File: config.mk
export PLATFORM = sky130hd
export DESIGN_NAME = seg_scan_ctrl_flat
export DESIGN_NICKNAME = d
export VERILOG_FILES = /design/src/rtl/seg_scan_ctrl_if.sv /design/src/rtl/seg_scan_ctrl.sv /design/src/flat_wrapper.sv
export SDC_FILE = /design/constraint.sdc
export NUM_CORES = 1
export LEC_CHECK = 0
export ABC_AREA = 1
export BUFFER_PORTS_ARGS = -buffer_cell sky130_fd_sc_hd__buf_2
export CORE_ASPECT_RATIO = 1.2
export CORE_MARGIN = 4
export CORE_UTILIZATION = 57
export CTS_CLUSTER_DIAMETER = 150
export DETAILED_ROUTE_END_ITERATION = 8
export GPL_TIMING_DRIVEN = 0
export MAX_ROUTING_LAYER = met4
export PLACE_DENSITY = 0.78
export SETUP_SLACK_MARGIN = 0.5
export SLEW_MARGIN = 25
export SYNTH_ARGS = -nofsm -noshare
export SYNTH_HDL_FRONTEND = slang
export SYNTH_SLANG_ARGS = --single-unit
File: constraint.sdc
create_clock -name clk -period 2.6 [get_ports clk]
set_input_delay 0.52 -clock clk [delete_from_list [all_inputs] [get_ports clk]]
set_output_delay 0.52 -clock clk [all_outputs]
set_load 0.02 [all_outputs]
File: src/rtl/seg_scan_ctrl_if.sv
// seg_scan_ctrl_if: valid/ready load channel carrying a 16-bit display value and 4 decimal points
//   load_valid  producer offers load_value/load_dp
//   load_ready  controller pending slot is empty
//   load_value  display value, nibble i -> digit i
//   load_dp     decimal point per digit
interface seg_scan_ctrl_if;
  logic        load_valid;
  logic        load_ready;
  logic [15:0] load_value;
  logic [3:0]  load_dp;
  modport master(output load_valid, load_value, load_dp, input load_ready);
  modport slave(input load_valid, load_value, load_dp, output load_ready);
endinterface

File: src/rtl/seg_scan_ctrl.sv
// seg_scan_ctrl: 4-digit multiplexed seven-segment scan controller with frame-aligned value loads
//   clk, reset  clock and asynchronous active-high reset
//   load        seg_scan_ctrl_if.slave load channel (value + decimal points)
//   blank_mask  1 forces digit i dark, sampled every cycle
//   hex_out     nibble for the current digit, dp_out its decimal point
//   enable      active-low digit enables
//   frame_done  pulse on the last cycle of every frame
//   Define LEADING_ZERO_BLANK_EN to also darken leading zero digits 1..3.
module seg_scan_ctrl #(
  parameter int DWELL_CYCLES = 65536,
  parameter int BLANK_CYCLES = 1024
) (
  input  logic             clk,
  input  logic             reset,
  seg_scan_ctrl_if.slave   load,
  input  logic [3:0]       blank_mask,
  output logic [3:0]       hex_out,
  output logic             dp_out,
  output logic [3:0]       enable,
  output logic             frame_done
);
  localparam int MAXC = DWELL_CYCLES > BLANK_CYCLES ? DWELL_CYCLES : BLANK_CYCLES;
  localparam int CW = $clog2(MAXC);
  localparam logic [CW-1:0] DWELL_LAST = CW'(DWELL_CYCLES - 1);
  localparam logic [CW-1:0] BLANK_LAST = CW'(BLANK_CYCLES - 1);
  localparam logic [0:0] BLANK = 1'b0;
  localparam logic [0:0] LIT = 1'b1;
  logic [0:0]    state, state_n;
  logic [CW-1:0] cnt;
  logic [1:0]    idx, idx_n;
  logic [15:0]   shadow, pend, shadow_n;
  logic [3:0]    sdp, pdp, sdp_n;
  logic          full, last, take, apply, step;
  logic [3:0]    dark, en_n;
  assign last = cnt == (state == LIT ? DWELL_LAST : BLANK_LAST);
  assign step = last && state == LIT;
  assign frame_done = step && idx == 2'd3;
  assign load.load_ready = !full;
  assign take = load.load_valid && !full;
  assign apply = frame_done && full;
  assign state_n = last ? ~state : state;
  assign idx_n = step ? idx + 2'd1 : idx;
  // the value shown from digit 0 of the next frame is the one swapped in on the boundary edge
  assign shadow_n = apply ? pend : shadow;
  assign sdp_n = apply ? pdp : sdp;
`ifdef LEADING_ZERO_BLANK_EN
  assign dark = blank_mask | {~|shadow[15:12], ~|shadow[15:8], ~|shadow[15:4], 1'b0};
`else
  assign dark = blank_mask;
`endif
  // enable is registered from next-state so reset drives it dark asynchronously
  assign en_n = state_n == LIT && !dark[idx_n] ? ~(4'b0001 << idx_n) : 4'b1111;
  always_ff @(posedge clk or posedge reset)
    if (reset) begin
      state   <= BLANK;
      cnt     <= '0;
      idx     <= 2'd0;
      shadow  <= '0;
      sdp     <= '0;
      pend    <= '0;
      pdp     <= '0;
      full    <= 1'b0;
      hex_out <= '0;
      dp_out  <= 1'b0;
      enable  <= 4'b1111;
    end else begin
      state  <= state_n;
      cnt    <= last ? '0 : cnt + 1'b1;
      idx    <= idx_n;
      enable <= en_n;
      shadow <= shadow_n;
      sdp    <= sdp_n;
      full   <= take || (full && !frame_done);
      if (take) begin
        pend <= load.load_value;
        pdp  <= load.load_dp;
      end
      // hex/dp only move entering BLANK so the decoder settles while digits are dark
      if (step) begin
        hex_out <= shadow_n[4*idx_n +: 4];
        dp_out  <= sdp_n[idx_n];
      end
    end
endmodule
File: src/flat_wrapper.sv
// flat-port wrapper written by rule: the top's interface ports become plain ports
module seg_scan_ctrl_flat 
#(
  parameter int DWELL_CYCLES = 65536,
  parameter int BLANK_CYCLES = 1024
)
  (clk, reset, blank_mask, hex_out, dp_out, enable, frame_done, load_load_valid, load_load_value, load_load_dp, load_load_ready);
  seg_scan_ctrl_if load_i ();
  input  logic clk;
  input  logic reset;
  input  logic [3:0] blank_mask;
  output logic [3:0] hex_out;
  output logic dp_out;
  output logic [3:0] enable;
  output logic frame_done;
  input wire logic [$bits(load_i.load_valid)-1:0] load_load_valid;
  input wire logic [$bits(load_i.load_value)-1:0] load_load_value;
  input wire logic [$bits(load_i.load_dp)-1:0] load_load_dp;
  output wire logic [$bits(load_i.load_ready)-1:0] load_load_ready;
  assign load_i.load_valid = load_load_valid;
  assign load_i.load_value = load_load_value;
  assign load_i.load_dp = load_load_dp;
  assign load_load_ready = load_i.load_ready;
  seg_scan_ctrl #(.DWELL_CYCLES(DWELL_CYCLES), .BLANK_CYCLES(BLANK_CYCLES)) u_core (.clk(clk), .reset(reset), .load(load_i), .blank_mask(blank_mask), .hex_out(hex_out), .dp_out(dp_out), .enable(enable), .frame_done(frame_done));
endmodule
Word level (Yosys, flattened, before mapping)
Cells that the tools add are included.
{"block": "totals", "reg_bits": 69, "output_inout_bits": 11, "wordCells": 41}
{"block": "op_classes", "n_addsub": 2, "order_cmp": 1, "n_eq_ne": 2, "n_shift": 2, "mux": 11, "bitwise_logic": 2, "reduce_logical": 10}
{"operator": "$mux 16", "n": 3}
{"operator": "$add 16x1->16 const B", "n": 1}
{"operator": "$eq 16x16->1", "n": 1}
{"operator": "$shiftx 16x5->4", "n": 1}
{"operator": "$mux 4", "n": 2}
{"operator": "$logic_and 1x1->1", "n": 6}
{"operator": "$bmux 1 s2", "n": 2}
{"operator": "$not 4->4", "n": 1}
{"operator": "$shl 1x2->4 const A", "n": 1}
{"operator": "$logic_not 1->1", "n": 3}
{"operator": "$lt 2x3->1 const B", "n": 1}
{"operator": "$mux 1", "n": 3}
{"operator": "$add 2x1->2 const B", "n": 1}
{"operator": "$eq 2x2->1 const B", "n": 1}
{"operator": "$mux 2", "n": 1}
{"operator": "$logic_or 1x1->1", "n": 1}
{"operator": "$not 1->1", "n": 1}

Logic depth before layout (Yosys ltp)
{"block": "depth", "ltp_word": 9, "mapped_depth": 17, "ltp_nobuf": 16}

Worst setup path before layout
Ideal clock, no wire load.
{"block": "synth_timing", "path_type": "register to register", "from": "register u_core.cnt[0]", "to": "register u_core.dp_out", "setup_ns": 0.117, "arrival_ns": 2.036, "t_required_ns": 2.483, "path_slack_ns": 0.447, "stages_incl_launch_ff": 18, "path_buffers": 1, "synth_period_minus_slack_ns": 2.153, "cell_sequence": "dfrtp_1 > ha_1 > nand2_1 > inv_1 > nand2_2 > nor2_4 > nand2_1 > inv_1 > ha_1 > buf_6 > nand2_1 > clkinv_1 > nand3_1 > nand2_1 > nand2_1 > nand3_1 > nor2_1 > nor2_1"}
{"block": "synth_via", "elab_chain_cells": 7, "word_cells_on_any_way": 8, "cone_classes": "1 x eq/ne; 4 x mux; 3 x reduce/logical"}
{"item": "from (decl)", "line": "seg_scan_ctrl.sv:29", "text": "logic [CW-1:0] cnt;"}
{"item": "from (signal assigned)", "line": "seg_scan_ctrl.sv:68", "text": "cnt <= last ? '0 : cnt + 1'b1;"}
{"item": "$eq 16x16->1", "line": "seg_scan_ctrl.sv:35", "text": "assign last = cnt == (state == LIT ? DWELL_LAST : BLANK_LAST);"}
{"item": "$logic_and 1x1->1", "line": "seg_scan_ctrl.sv:36", "text": "assign step = last && state == LIT;"}
{"item": "named net u_core.step", "line": "seg_scan_ctrl.sv:33", "text": "logic full, last, take, apply, step;"}
{"item": "$logic_and 1x1->1", "line": "seg_scan_ctrl.sv:37", "text": "assign frame_done = step && idx == 2'd3;"}
{"item": "named net frame_done", "line": "flat_wrapper.sv:15", "text": "output logic frame_done;"}
{"item": "$logic_and 1x1->1", "line": "seg_scan_ctrl.sv:40", "text": "assign apply = frame_done && full;"}
{"item": "$mux 4", "line": "seg_scan_ctrl.sv:45", "text": "assign sdp_n = apply ? pdp : sdp;"}
{"item": "named net u_core.sdp_n[1]", "line": "seg_scan_ctrl.sv:32", "text": "logic [3:0] sdp, pdp, sdp_n;"}
{"item": "$bmux 1 s2", "line": "seg_scan_ctrl.sv:81", "text": "dp_out <= sdp_n[idx_n];"}
{"item": "$mux 1 (not written as such)", "line": "seg_scan_ctrl.sv:81"}
{"item": "to (signal assigned)", "line": "seg_scan_ctrl.sv:81"}
{"item": "to (decl)", "line": "seg_scan_ctrl.sv:18", "text": "output logic dp_out,"}
The timed path passes the listed nets, and every way through them passes these cells. The select of a mux whose other input is x is not followed.
A chain may end at the register's enable or synchronous reset.

Worst setup path in the final report
{"block": "layout_timing", "from": "register u_core.cnt[0]", "to": "output frame_done"}
{"block": "layout_via", "elab_chain_cells": 3}
{"item": "$eq 16x16->1", "line": "seg_scan_ctrl.sv:35"}
{"item": "$logic_and 1x1->1", "line": "seg_scan_ctrl.sv:36"}
{"item": "named net u_core.step", "line": "seg_scan_ctrl.sv:33"}
{"item": "$logic_and 1x1->1", "line": "seg_scan_ctrl.sv:37"}
{"item": "to (decl)", "line": "flat_wrapper.sv:15"}
The timed path passes the listed nets, and every way through them passes these cells.

==> summary.txt <==
Critical path
  – Reg-to-Reg Start: u_core.cnt[12]$_DFF_PP0_
  – R2r setup slk: 0.31 ns
  – Crit path launch type: flop
  – Critical Path AT: 1.81 ns
  – CP max-delay cell: dfrtp_1
  – CP Data Required Time: 2.08 ns
  – CP Capture Type: primary output
  – Crit-path max FO: 2
  – Worst path cell trace: ha_2 -> nand2_2 -> inv_2 -> nand2_4 -> nor2_4 -> nand2_2 -> inv_2 -> ha_4 -> buf_6 -> nand2_4 -> clkinv_4 -> buf_6
  – Critical Path Source: u_core.cnt[0]$_DFF_PP0_
  – Crit Path Class: reg2out
  – CP peak stage delay: 0.39 ns

Drt
  – Post-route ant nets: 0
  – DRT Pass-1 Iters: 5
  – Via/cell ratio: 5.36
  – Initial DRC count: 89
  – Routed wire length: 7280 microns
  – DR vias: 2619
  – WL per Instance: 14.9 microns
  – Drc violations: 0

Synthesis
  – Synth top area share: 51.9%
  – Mapped Cells: 345
  – Synth warnings: 0
  – Post-synth top area cell: dfrtp_1
  – Avg Cell Area, Syn: 9.09 sq um
  – Seq/Total Area, Yosys: 55.2%
  – Yosys reg bits: 69
  – Area contributors post-synth: dfrtp_1 (52%), nand2_1 (12%), nor2_1 (5.5%), mux2_2 (5.4%), nand4_1 (3.4%)
  – Syn Nets: 375
  – Unique masters post-synth: 26
  – Synthesized area: 3140 sq um

Global routing
  – Met1 Usage GRT: 28.5%
  – Largest net degree at the start of global routing: 30
  – Met2 usage: 41.7%
  – Initial antenna violation count: 0
  – Vias in the first global route: 2611
  – Gr usage total: 24.8%
  – Grt peak-use layer: met2
  – Total congestion overflow: 0
  – First-pass GRT wire length: 11900 microns
  – GR Layer Usage met3: 3.94%

STA
  – Fin crit period: 2.33 ns
  – Rel. slew slack: 55.0%
  – Sum Neg Setup Slack: 0 ns
  – RSZ-0062 raised after global routing: true
  – Slew Limit Fails: 0
  – Hold Vio Cnt, Final: 0
  – Crit share post-route: 89.5%
  – Min Hold Slack: 0.270 ns
  – Clock Skews: 0.0102 ns
  – Final setup vio count: 0
  – Fmax: 430 MHz
  – Worst-Margin Slew: 0.674 ns

Finish
  – Antenna diodes: 0
  – Post-layout util: 77.4%
  – Layout cells sized above 1: 37.9%
  – Nets: 453
  – Most frequent cells in the layout: nand2_1 (83), dfrtp_1 (65), nor2_1 (43), buf_2 (39), inv_1 (23)
  – Layout area overhead: 30.8%
  – Commonest non-fill, non-tap cell in the layout: nand2_1

Placed design
  – Placer Congestion: 0.898
  – Post-detail-place hpwl: 4660 microns
  – # port buffers: 37

CTS
  – Clock-pin slew on the worst setup and hold paths: 0.08 ns
  – TritonCTS clock tree: done
  – Clock latency on the worst-skew pair: 0.35 ns
  – Cts-stage hold buffer count: 0
  – Clk sink count: 69
  – CTS H-tree depth: 3
  – Max Buffers Root-to-Sink: 2
  – CTS root buf: clkbuf_8
  – Num CTS Buffers: 9

Job
  – Maxcap violations: 0

Power and ir drop
  – Overall power: 2.07 mW
  – Power per cell area: 504 nW/um^2
  – VDD IR max: 0.525 mV
  – Lkg Pwr: 2.15 nW

Die
  – Initial Util: 59.2%
  – Std-Cell Rows: 29
  – Core Area: 5300 sq um
  – Die Area: 6760 sq um
  – Number of placed I/O pins: 38
  – Die height: 89.3 microns
  – Chip Width: 75.7 microns

Hold path
  – Hold crit path type: in2async

Run status
  – Status: finished, final reports clean
[flip-flops by register name, indices dropped and copies added (netlist names)]
name            cells
u_core.idx          2
u_core.shadow      16
u_core.enable       4
u_core.state        1
u_core.full         1
u_core.cnt         16
u_core.sdp          4
u_core.hex_out      4
u_core.dp_out       1
u_core.pend        16
u_core.pdp          4
[per-layer routing]
metal  vias up  wire length, microns
met2        61                  4060
met4         0                   167
met3        13                   288
met5         -                     0
met1      1289                  2760
li1       1256                     -
[logic make-up (layout without fill, tap and decap cells)]
| logic type | Yosys count | count (layout) | share of synthesized area (%) |
|---|---|---|---|
| buffers and inverters | 40 | 122 | 6.06 |
| multiplexers | 16 | 16 | 5.74 |
| AND/OR/NAND/NOR | 196 | 196 | 27.6 |
| flip-flops | 69 | 69 | 55.2 |
| AO/OA/AOI/OAI | 15 | 15 | 2.51 |
| XOR/XNOR | 6 | 6 | 1.68 |
| adder cells (fa/ha/maj) | 3 | 3 | 1.20 |
[where the power goes]
group / switching [mW] / internal (mW)
clock: 0.385 / 0.556
sequential: 0 / 1.07
combinational: 0.0292 / 0.0235
[final timing paths]
| path | to | depth (start not counted) |
|---|---|---|
| worst max-delay path | frame_done | 12 |
| min in group clk | u_core.pend[4]$_DFFE_PP0P_ | 2 |
| max in group asynchronous | u_core.pend[2]$_DFFE_PP0P_ | 4 |
| worst min register to register | u_core.shadow[13]$_DFF_PP0_ | 2 |
| worst max register to register | u_core.hex_out[2]$_DFFE_PP0P_ | 17 |
| worst min-delay path | u_core.cnt[4]$_DFF_PP0_ | 2 |
[worst max-delay path, delay by kind of cell, from the launching register on]
| kind | cells | cell delay [ns] |
|---|---|---|
| simple gates | 5 | 0.33 |
| flops | 1 | 0.39 |
| fa+ha+maj | 2 | 0.35 |
| buf+inv | 5 | 0.40 |
[repair_timing]
action | in CTS | in global routing
gates cloned | 2 | 0
pin swaps | 6 | 14
endpoints found under the hold margin | 0 | 0
gates resized for setup | 25 | 39
buffers inserted | 22 | 4
setup endpoints to repair | 10 | 13
[per-stage QoR]
| step | area, sq um | cells | setup WS, ns |
|---|---|---|---|
| 2_1_floorplan | 3140 | 345 | 0.556 |
| 4_1_cts | 3950 | 485 | 0.279 |
| 5_1_grt | 4100 | 489 | 0.204 |
| 3_5_place_dp | 3460 | 446 | 0.205 |
| 3_3_place_gp | 3400 | 444 | 0.234 |
| 6_report | 4100 | 489 | 0.272 |
[cell type report]
cell class              count  area (sq um)
fillers                   358          1190
inverters                  30           121
flip-flops and latches     69          1730
clock inverters             5          75.1
repair buffers             67           526
well taps                  62          77.6
plain buffers              10          82.6
multi-input cells         236          1350
clock buffers              10           138
[synth_stat cells]
cell and number:
nand2_2 6, nand4_1 17, mux2_2 15, mux2_1 1
nand3_4 1, a31o_2 1, ha_1 3, buf_6 4
nand3_1 16, nand2_1 100, nor2_1 46, xor2_1 6
buf_2 5, a21oi_1 4, buf_4 1, nand2_4 1
inv_1 27, o21ai_0 5, clkinv_1 1, dfrtp_1 65
nor3_1 1, o21ai_1 5, inv_2 2, nor2_4 2
nor2_2 6, dfstp_2 4
(Power assumes the default switching activity.)
